===== src/rtl/axi_rr_arbiter.sv =====
// Two-master to one-slave AXI4-lite arbiter, round-robin on ties, one
// transaction in flight at a time (read preferred within the granted master).
module axi_rr_arbiter #(
  parameter logic FIRST_PRIO = 1'b0
) (
  input  logic        clock,
  input  logic        reset,
  // upstream masters, {m1,m0} packed
  input  logic [63:0] m_araddr,
  input  logic [1:0]  m_arvalid,
  output logic [1:0]  m_arready,
  output logic [31:0] m_rdata,
  output logic [1:0]  m_rresp,
  output logic [1:0]  m_rvalid,
  input  logic [1:0]  m_rready,
  input  logic [63:0] m_awaddr,
  input  logic [1:0]  m_awvalid,
  output logic [1:0]  m_awready,
  input  logic [63:0] m_wdata,
  input  logic [7:0]  m_wstrb,
  input  logic [1:0]  m_wvalid,
  output logic [1:0]  m_wready,
  output logic [1:0]  m_bresp,
  output logic [1:0]  m_bvalid,
  input  logic [1:0]  m_bready,
  // downstream slave
  output logic [31:0] s_araddr,
  output logic        s_arvalid,
  input  logic        s_arready,
  input  logic [31:0] s_rdata,
  input  logic [1:0]  s_rresp,
  input  logic        s_rvalid,
  output logic        s_rready,
  output logic [31:0] s_awaddr,
  output logic        s_awvalid,
  input  logic        s_awready,
  output logic [31:0] s_wdata,
  output logic [3:0]  s_wstrb,
  output logic        s_wvalid,
  input  logic        s_wready,
  input  logic [1:0]  s_bresp,
  input  logic        s_bvalid,
  output logic        s_bready
);

  localparam int unsigned AW = 32;
  localparam int unsigned DW = 32;
  localparam int unsigned SW = 4;

  typedef enum logic [2:0] {
    IDLE  = 3'd0,
    RADDR = 3'd1,
    RDATA = 3'd2,
    WADDR = 3'd3,
    WRESP = 3'd4
  } state_t;

  state_t      state;
  logic        grant;
  logic        last_served;
  logic        aw_done;
  logic        w_done;

  logic [1:0]  req;
  logic        pick;
  logic [1:0]  gsel;
  logic        live;
  logic        aw_fire;
  logic        w_fire;

  logic [AW-1:0] g_araddr;
  logic [AW-1:0] g_awaddr;
  logic [DW-1:0] g_wdata;
  logic [SW-1:0] g_wstrb;
  logic          g_arvalid;
  logic          g_awvalid;
  logic          g_wvalid;
  logic          g_rready;
  logic          g_bready;

  // Arbitration: a lone requester wins, a tie goes away from the last served.
  always_comb begin
    req  = m_arvalid | m_awvalid;
    pick = (req == 2'b11) ? ~last_served : req[1];
  end

  // Select the granted master's request-side signals.
  always_comb begin
    g_araddr  = grant ? m_araddr[63:32] : m_araddr[31:0];
    g_awaddr  = grant ? m_awaddr[63:32] : m_awaddr[31:0];
    g_wdata   = grant ? m_wdata[63:32]  : m_wdata[31:0];
    g_wstrb   = grant ? m_wstrb[7:4]    : m_wstrb[3:0];
    g_arvalid = m_arvalid[grant];
    g_awvalid = m_awvalid[grant];
    g_wvalid  = m_wvalid[grant];
    g_rready  = m_rready[grant];
    g_bready  = m_bready[grant];
    gsel      = grant ? 2'b10 : 2'b01;
    live      = ~reset;
  end

  always_comb begin
    aw_fire = s_awvalid & s_awready;
    w_fire  = s_wvalid & s_wready;
  end

  // Transaction sequencer; no new grant until the response handshake ends.
  always_ff @(posedge clock) begin
    if (reset) begin
      state       <= IDLE;
      grant       <= FIRST_PRIO;
      last_served <= ~FIRST_PRIO;
      aw_done     <= 1'b0;
      w_done      <= 1'b0;
    end else begin
      case (state)
        IDLE: begin
          if (|req) begin
            grant <= pick;
            state <= m_arvalid[pick] ? RADDR : WADDR;
          end
        end
        RADDR: begin
          if (s_arvalid & s_arready) state <= RDATA;
        end
        RDATA: begin
          if (s_rvalid & s_rready) begin
            state       <= IDLE;
            last_served <= grant;
          end
        end
        WADDR: begin
          if ((aw_done | aw_fire) & (w_done | w_fire)) begin
            state   <= WRESP;
            aw_done <= 1'b0;
            w_done  <= 1'b0;
          end else begin
            if (aw_fire) aw_done <= 1'b1;
            if (w_fire)  w_done  <= 1'b1;
          end
        end
        WRESP: begin
          if (s_bvalid & s_bready) begin
            state       <= IDLE;
            last_served <= grant;
          end
        end
        default: state <= IDLE;
      endcase
    end
  end

  // Channel routing: payloads pass straight through, only handshakes are gated.
  always_comb begin
    s_araddr  = g_araddr;
    s_awaddr  = g_awaddr;
    s_wdata   = g_wdata;
    s_wstrb   = g_wstrb;
    m_rdata   = s_rdata;
    m_rresp   = s_rresp;
    m_bresp   = s_bresp;

    s_arvalid = 1'b0;
    s_awvalid = 1'b0;
    s_wvalid  = 1'b0;
    s_rready  = 1'b0;
    s_bready  = 1'b0;
    m_arready = 2'b00;
    m_awready = 2'b00;
    m_wready  = 2'b00;
    m_rvalid  = 2'b00;
    m_bvalid  = 2'b00;

    case (state)
      RADDR: begin
        s_arvalid = live & g_arvalid;
        m_arready = gsel & {2{live & s_arready}};
      end
      RDATA: begin
        s_rready = live & g_rready;
        m_rvalid = gsel & {2{live & s_rvalid}};
      end
      WADDR: begin
        s_awvalid = live & g_awvalid & ~aw_done;
        s_wvalid  = live & g_wvalid & ~w_done;
        m_awready = gsel & {2{live & s_awready & ~aw_done}};
        m_wready  = gsel & {2{live & s_wready & ~w_done}};
      end
      WRESP: begin
        s_bready = live & g_bready;
        m_bvalid = gsel & {2{live & s_bvalid}};
      end
      default: begin
      end
    endcase
  end

endmodule


===== config.mk =====
export PLATFORM = sky130hd
export DESIGN_NAME = axi_rr_arbiter
export DESIGN_NICKNAME = d
export VERILOG_FILES = /design/src/rtl/axi_rr_arbiter.sv
export SDC_FILE = /design/constraint.sdc
export NUM_CORES = 1
export LEC_CHECK = 0
export ABC_AREA = 1
export ABC_CLOCK_PERIOD_IN_PS = 3200
export BUFFER_PORTS_ARGS = -buffer_cell sky130_fd_sc_hd__clkbuf_2
export CAP_MARGIN = 40
export CORE_AREA = 3 3 157 159
export DETAILED_ROUTE_END_ITERATION = 8
export DIE_AREA = 0 0 160 162
export PLACE_DENSITY_LB_ADDON = 0.08
export RECOVER_POWER = 25
export SLEW_MARGIN = 40
export SYNTH_ARGS = -nofsm -noshare
export SYNTH_HDL_FRONTEND = slang
export SYNTH_SLANG_ARGS = --single-unit

===== constraint.sdc =====
create_clock -name clock -period 3.2 [get_ports clock]
set_input_delay 0 -clock clock [delete_from_list [all_inputs] [get_ports clock]]
set_output_delay 0 -clock clock [all_outputs]
set_load 0.01 [all_outputs]

Word level (Yosys, flattened, before mapping)
Cells that the tools add are included.
{"block": "totals", "register_bits": 7, "output_inout_bits": 151}
{"block": "classes", "n_lt_le_gt_ge": 2, "n_eq_ne": 10, "muxes": 42, "n_bitwise": 32, "reduce_logical": 10}
{"op": "32-bit two-way mux", "count": 3}
{"op": "1-bit two-way mux", "count": 24}
{"op": "1-bit bitwise AND", "count": 20}
{"op": "3-bit two-way mux", "count": 5}
{"op": "3-bit one-hot mux with 5 select lines", "count": 1}
{"op": "2-bit two-way mux", "count": 7}
{"op": "2-bit bitwise AND", "count": 5}
{"op": "2-bit != test, second input constant", "count": 5}
{"op": "3-bit by 2-bit == test with 1-bit output, second input constant", "count": 2}
{"op": "2-bit AND reduction", "count": 3}
{"op": "2-bit nonzero test", "count": 3}
{"op": "5-bit AND reduction", "count": 1}
{"op": "1-bit by 2-bit < comparator with 1-bit output, second input constant", "count": 2}
{"op": "4-bit two-way mux", "count": 1}
{"op": "1-bit inverter", "count": 4}
{"op": "3-bit by 1-bit == test with 1-bit output, second input constant", "count": 1}
{"op": "3-bit == test, second input constant", "count": 1}
{"op": "3-bit zero test", "count": 1}
{"op": "3-bit AND reduction", "count": 1}
{"op": "2-bit == test, second input constant", "count": 1}
{"op": "1-bit bitwise OR", "count": 2}
{"op": "2-bit bitwise OR", "count": 1}
{"op": "1-bit one-hot mux with 2 select lines", "count": 1}
{"op": "2-bit OR reduction", "count": 1}

Logic depth before layout (Yosys ltp)
Gate-level depths: netlist of run 1.
{"block": "logic_depth", "depth_word": 10, "ltp_mapped": 11, "ltp_nobuf": 11}

Least setup slack after synthesis of run 1
OpenSTA, ideal clock, no wires.
{"block": "synth_timing", "path_kind": "register to register", "start": "reg grant", "end": "reg state[1]", "arrival_ns": 1.097, "t_required_ns": 3.091, "setup_slack_ns": 1.994, "stages_incl_launch_ff": 11, "period_less_slack_ns": 1.206, "cell_sequence": "dfxtp_1 -> inv_1 -> buf_4 -> o21ai_2 -> nand3_1 -> nand2_2 -> nand2_1 -> nand2_1 -> nand3_1 -> nand2_1 -> inv_1"}
{"block": "synth_via", "elab_chain_cells": 10}
{"item": "from (decl)", "line": "59", "text": "logic grant;"}
{"item": "from (signal assigned)", "line": "119", "text": "grant <= pick;"}
{"item": "1-bit two-way mux, on equally long branches (2 in a row)", "line": "94, 95"}
{"item": "1-bit bitwise AND, on equally long branches (2 in a row)", "line": "184, 185"}
{"item": "1-bit two-way mux", "line": "174", "text": "case (state)"}
{"item": "1-bit bitwise AND, on equally long branches", "line": "103, 104"}
{"item": "1-bit bitwise OR", "line": "133", "text": "if ((aw_done | aw_fire) & (w_done | w_fire)) begin"}
{"item": "1-bit bitwise AND", "line": "133"}
{"item": "2-bit != test (no line)"}
{"item": "5-bit AND reduction (no line) *"}
{"item": "to (signal assigned)", "line": "120", "text": "state <= m_arvalid[pick] ? RADDR : WADDR;"}
{"item": "to (decl)", "line": "58", "text": "state_t state;"}
Every way passes the cells marked *; elsewhere a longest branch is shown, timed or not. The select of a mux whose other input is x is not followed.
A chain may end at the register's enable or synchronous reset.

Final worst setup path of run 1
Same ends and word-level chain as after synthesis.

==> results.md, run 1 <==
Clock network
* 40 ps — clock slew seen by the registers of the worst setup and hold paths
* 7 — number of sinks handled by clock tree synthesis
* sky130_fd_sc_hd__clkbuf_16 — cell at the root of the clock tree
* 1 — count of H-tree levels built during CTS
* 0 — post-cts repair resize count
* 0 — count of hold buffers inserted by post-cts repair
* 230 ps — insertion delay to the later sink of the worst-skew pair
* 2 — number of buffers on the longest clock path
* built — CTS tree
* 3 — number of clock buffers inserted by TritonCTS
* 0 — Post-CTS Setup Bufs

Setup path
* sky130_fd_sc_hd__clkbuf_2 — Slowest cell on crit path
* register — crit path capture type
* 1080 ps — reg2reg setup slack
* register to register — worst setup path category
* 51 — worst-path fanout max
* register — startpoint type of the worst setup path
* 850 ps — longest individual stage delay on the worst path
* 2300 ps — critical path arrival
* 3380 ps — Critical Path RT
* clkbuf_2 > nand2_1 > nand2_1 > nand2_2 > nand2_2 > nand2_2 > nor2_4 > nor2_1 > nor2_1 > nand2_1 > inv_1 — crit-path cells

Logic synthesis
* 0 — adder and majority cell fraction of the synthesized area
* 0.002187 sq mm — Netlist Area Pre-Place
* 0.6928 — synthesized-area fraction occupied by and/or/nand/nor cells
* 0 — synthesis warning total
* 21 — number of library cell types mapped by synthesis
* 0.06407 — share of the yosys chip area belonging to registers
* 0 — proportion of synthesized area in mux cells
* 736 — number of nets in the synthesized netlist
* 0 — fraction of synthesized cell area in xor and xnor cells
* 7 — Yosys reg bits
* 0.03032 — Compound-Gate Fraction of Synth Area
* 4.528 sq um — Avg Cell Area, Syn
* 483 — Post-Syn Instances
* simple AND/OR/NAND/NOR gates — largest family of logic cells by synthesized area

Hold path
* input port to output port — Hold WC Path Type

Layout
* 1,016 — # nets final
* 1,082 — non-filler cells, final
* sky130_fd_sc_hd__nand2_1, sky130_fd_sc_hd__clkbuf_2, sky130_fd_sc_hd__inv_1, sky130_fd_sc_hd__nor2_1, sky130_fd_sc_hd__nor3_1 — commonest non-fill, non-tap cells in the layout
* 0.1701 — Final Core Density
* 81.98% — layout overhead on the synthesized area
* 0.4698 — fraction of layout instances using a drive strength above 1

Timing
* 471.5 MHz — Highest Clock Rate
* 0 — fin. max-slew vios
* 4.900 ps — Clock Skews
* no — RSZ-0062 raised after global routing
* 0 — Final Setup Violations
* 0.003919 ps — Fin Hold WS
* 2121 ps — final worst path period need
* 0 — count of endpoints failing hold in the final timing report
* 0.2412 — worst slew margin relative to its limit
* 0.6628 — final worst-path cycle share
* 1079 ps — slack of the critical path
* 1138 ps — pin slew with the least headroom to its limit
* 0 ps — Setup TNS

Route
* 3,712 — detailed-route via count
* 0 — number of nets with antenna violations after routing
* 13.63 um — detail-routed net length per standard cell
* 14.74 mm — final routed wirelength across all metal layers
* 4 — number of detailed-routing iterations run before antenna repair
* 103 — drt first-iter violations
* 3.431 — post-DR vias/cell
* 0 — drt drc

GRT
* 0.1078 — total track usage
* 0 — grt total ovfl
* 21.96 mm — first-pass GRT wire length
* 57 — largest net degree at the start of global routing
* 2 — number of antenna violations at the first check in global routing
* 3,794 — vias in the first global route

Place
* 1449 ps — Post-Place Worst Slack
* 0.7257 — final estimated routing congestion in global placement
* 12.84 mm — HPWL after detailed placement
* 331 — quantity of I/O buffers inserted on ports
* 1,077 — dpl cells

Floorplanning
* 56 — standard-cell rows
* 162 um — die outline height
* 0.02592 sq mm — die area
* 0.09346 — Initial Utilization
* 160 um — die width
* 0.02340 sq mm — core footprint
* 404 — I/O Pins

Power
* 415.1 mW/mm^2 — pwr/cell area
* 0.2114 mV — Max IR drop VDD
* 0.002629 uW — Static Leakage

Outcome
* complete, no violations — outcome

Flow run
* 0 — max capacitance violation total

critical path, delay by kind of cell, from the launching register on:
kind | cells | cell delay [ps]
simple gates | 9 | 790
buf+inv | 2 | 890
flops | 1 | 370
final timing paths:
path,startpoint,end,depth (start not counted)
max,grant,state[1],11
min,s_rdata[25],m_rdata[25],0
max reg2reg,grant,state[1],11
min reg2reg,last_served,last_served,2
synth_stat cells, drive strengths merged:
cell | instances | area share
a21oi | 7 | 0.016
and2 | 2 | 0.0057
buf | 47 | 0.15
clkbuf | 14 | 0.024
dfxtp | 7 | 0.064
inv | 22 | 0.038
nand2 | 341 | 0.60
nand3 | 10 | 0.029
nor2 | 15 | 0.029
nor3 | 12 | 0.030
o211ai | 1 | 0.0034
o21ai | 4 | 0.011
or2 | 1 | 0.0029
sequential cells by signal (all words and copies together), names as in the netlist:
name and count:
aw_done 1, grant 1, last_served 1, state 3, w_done 1
area by class of cell:
type,count,area (sq um)
inverter,22,83.83
tap,319,399.1
clock buffer,4,78.83
timing repair buffer,336,1690
multi-input combinational,393,1582
fill,2877,19420
antenna,1,2.502
sequential,7,143.9
through the flow:
stage          instance area (sq um)  total power (uW)
5_1_grt                         3980              1852
3_3_place_gp                    3902              1507
6_report                        3980              1652
2_1_floorplan                   2187             912.2
4_1_cts                         3981              1710
3_5_place_dp                    3902              1485
per-layer routing:
| metal | global-route usage | wire length, um | vias to the layer above |
|---|---|---|---|
| met3 | 0.04387 | 1785 | 22 |
| met5 | 0 | 8 | - |
| met1 | 0.1115 | 5197 | 1492 |
| li1 | - | - | 1963 |
| met2 | 0.2057 | 7549 | 233 |
| met4 | 0.02012 | 202 | 2 |
power by group:
group / internal [uW] / total (uW) / switching, uW
clock network: 166 / 216 / 49.9
logic: 478 / 1300 / 819
registers: 109 / 139 / 29.3
cell families after synthesis:
family	after synthesis
simple gates	381
buf+inv	83
compound gates	12
flops	7
(Power assumes the default switching activity.)
==> run 2, diff against run 1 <==
--- a/config.mk
+++ b/config.mk
@@ -6,12 +6,12 @@
 export NUM_CORES = 1
 export LEC_CHECK = 0
 export ABC_AREA = 1
-export ABC_CLOCK_PERIOD_IN_PS = 3200
+export ABC_CLOCK_PERIOD_IN_PS = 2000
 export BUFFER_PORTS_ARGS = -buffer_cell sky130_fd_sc_hd__clkbuf_2
 export CAP_MARGIN = 40
-export CORE_AREA = 3 3 157 159
+export CORE_AREA = 3 3 158 160
 export DETAILED_ROUTE_END_ITERATION = 8
-export DIE_AREA = 0 0 160 162
+export DIE_AREA = 0 0 161 163
 export PLACE_DENSITY_LB_ADDON = 0.08
 export RECOVER_POWER = 25
 export SLEW_MARGIN = 40
==> constraint.sdc (replaced) <==
create_clock -name clock -period 2 [get_ports clock]
set_input_delay 0 -clock clock [delete_from_list [all_inputs] [get_ports clock]]
set_output_delay 0 -clock clock [all_outputs]
set_load 0.01 [all_outputs]
==> results.md, run 2 (synthesis gave the netlist of run 1 again) <==
Clock network
* 2 — number of buffers on the longest clock path
* 0 — post-cts repair resize count
* 40 ps — clock slew seen by the registers of the worst setup and hold paths
* 3 — number of clock buffers inserted by TritonCTS
* 0 — Post-CTS Setup Bufs
* 7 — number of sinks handled by clock tree synthesis
* 0 — count of hold buffers inserted by post-cts repair
* 230 ps — insertion delay to the later sink of the worst-skew pair
* built — CTS tree
* 1 — count of H-tree levels built during CTS
* sky130_fd_sc_hd__clkbuf_16 — cell at the root of the clock tree

Timing
* 0.6573 — worst slew margin relative to its limit
* no — RSZ-0062 raised after global routing
* 293.6 ps — slack of the critical path
* 510.2 ps — pin slew with the least headroom to its limit
* 0 — Final Setup Violations
* 0 — count of endpoints failing hold in the final timing report
* 0 ps — Setup TNS
* 0.004473 ps — Fin Hold WS
* 0.8532 — final worst-path cycle share
* 1706 ps — final worst path period need
* 586.0 MHz — Highest Clock Rate
* 1.604 ps — Clock Skews
* 0 — fin. max-slew vios

GRT
* 60 — largest net degree at the start of global routing
* 20.29 mm — first-pass GRT wire length
* 4 — number of antenna violations at the first check in global routing
* 0 — grt total ovfl
* 0.09724 — total track usage
* 3,561 — vias in the first global route

Layout
* 3 — number of flip-flops under the largest register name
* 1,081 — non-filler cells, final
* 2,837 — final-layout fill cell count
* 82.61% — layout overhead on the synthesized area
* sky130_fd_sc_hd__nand2_1 — leading cell type in the layout, fill and taps excluded
* 0.4672 — fraction of layout instances using a drive strength above 1
* 1,016 — # nets final
* sky130_fd_sc_hd__nand2_1, sky130_fd_sc_hd__clkbuf_2, sky130_fd_sc_hd__inv_1, sky130_fd_sc_hd__nor2_1, sky130_fd_sc_hd__nor3_1 — commonest non-fill, non-tap cells in the layout
* 0 — antenna diode count
* state — Largest Register

Power
* 0.091 — sequential fraction of design power
* 0.002639 uW — Static Leakage
* 0.5364 — sw frac
* 0.133 — clock network fraction of total power
* 1217 uW — internal power
* 0.776 — Logic pwr share
* 657.1 mW/mm^2 — pwr/cell area
* 0.2496 mV — Max IR drop VDD
* 1408 uW — switching power

Place
* 407.4 ps — Post-Place Worst Slack
* 331 — quantity of I/O buffers inserted on ports
* 1,077 — dpl cells
* 0.7420 — final estimated routing congestion in global placement
* 11.92 mm — HPWL after detailed placement

Route
* met5 — highest metal layer used by the detailed router
* 0 — drt drc
* 6.682 mm — met2 wire length
* 3.457 — post-DR vias/cell
* 13.81 mm — final routed wirelength across all metal layers
* 1.649 mm — sum of met3 wire segment lengths after detailed routing
* 0 — number of nets with antenna violations after routing
* 3,737 — detailed-route via count
* 4 — number of detailed-routing iterations run before antenna repair
* 5.273 mm — Metal-1 WL
* 12.77 um — detail-routed net length per standard cell
* 98 — drt first-iter violations

Outcome
* complete, no violations — outcome

Floorplanning
* 404 — I/O Pins
* 0.02624 sq mm — die area
* 161 um — die width
* 56 — standard-cell rows
* 163 um — die outline height
* 0.09290 — Initial Utilization
* 0.02354 sq mm — core footprint

Setup path
* 1710 ps — critical path arrival
* m_arready[0] — end point of the critical path
* register — startpoint type of the worst setup path
* register to output port — worst setup path category
* 9 — Register-to-Register Path Depth
* 3 — combined buffer and inverter count along the critical path
* sky130_fd_sc_hd__inv_1 — most used cell along the critical path
* inv_1 > nand2_2 > nor2_1 > inv_1 > nor3_1 > clkbuf_2 — crit-path cells
* 2000 ps — Critical Path RT
* 6 — number of logic stages on the critical path including buffering
* 440 ps — reg2reg setup slack
* output port — crit path capture type
* state[1] — capture point of the worst reg-to-reg path
* simple AND/OR/NAND/NOR gates — cell family contributing the most delay on the critical path
* 4 — worst-path fanout max
* 380 ps — longest individual stage delay on the worst path
* state[1] — Critical path origin
* state[0] — reg2reg start
* sky130_fd_sc_hd__nor3_1 — Slowest cell on crit path

Hold path
* input port to output port — Hold WC Path Type

Flow run
* 0 — max capacitance violation total

## run 2: power by group through the flow
stage / Sequential (uW) / Combinational (uW) / Clock, uW
CTS: 253 / 2120 / 355
floorplan: 208 / 1250 / 0
finish: 240 / 2040 / 349
global route: 254 / 2330 / 364
global placement: 256 / 2150 / 0
detailed placement: 255 / 2110 / 0
## run 2: how the worst min path moves through the flow
stage	from	end	slack [ps]	cells past startpoint
6_report	s_rdata[1]	m_rdata[1]	0.004	0
3_5_place_dp	s_rdata[17]	m_rdata[17]	0.07	0
5_1_grt	s_rdata[28]	m_rdata[28]	0.02	0
3_3_place_gp	s_rdata[17]	m_rdata[17]	0.07	0
2_1_floorplan	s_bresp[0]	m_bresp[0]	90	1
4_1_cts	s_rdata[17]	m_rdata[17]	0.07	0
## run 2: worst reg2reg max path: stages (launching register included)
cell	delay [ps]
sky130_fd_sc_hd__dfxtp_1	400
sky130_fd_sc_hd__nand3_1	310
sky130_fd_sc_hd__nor2_1	210
sky130_fd_sc_hd__nand3_1	110
sky130_fd_sc_hd__nand2_2	110
sky130_fd_sc_hd__nand2_1	60
sky130_fd_sc_hd__nand2_1	80
sky130_fd_sc_hd__nand3_1	80
sky130_fd_sc_hd__nand2_1	60
sky130_fd_sc_hd__inv_1	30
## run 2: metrics by stage
stage,util,total power [uW],area [sq um]
final,0.1696,2624,3994
after global routing,0.1696,2947,3994
after CTS,0.1702,2725,4008
after detailed placement,0.1669,2363,3929
after global placement,0.1669,2408,3929
after floorplan,-,1459,2187
## run 2: per-layer routing
layer  vias to the layer above  track usage
li1                       1965            -
met1                      1504       0.1094
met2                       230       0.1780
met3                        30      0.03739
met4                         8      0.01408
met5                         -            0
## run 2: layout make-up
class                      instances  area [sq um]  area share
timing repair buffer             336          1718      0.4301
multi-input combinational        393          1569      0.3929
inverter                          22         85.08     0.02130
tap                              319         399.1     0.09994
sequential                         7         143.9     0.03603
clock buffer                       4         78.83     0.01974
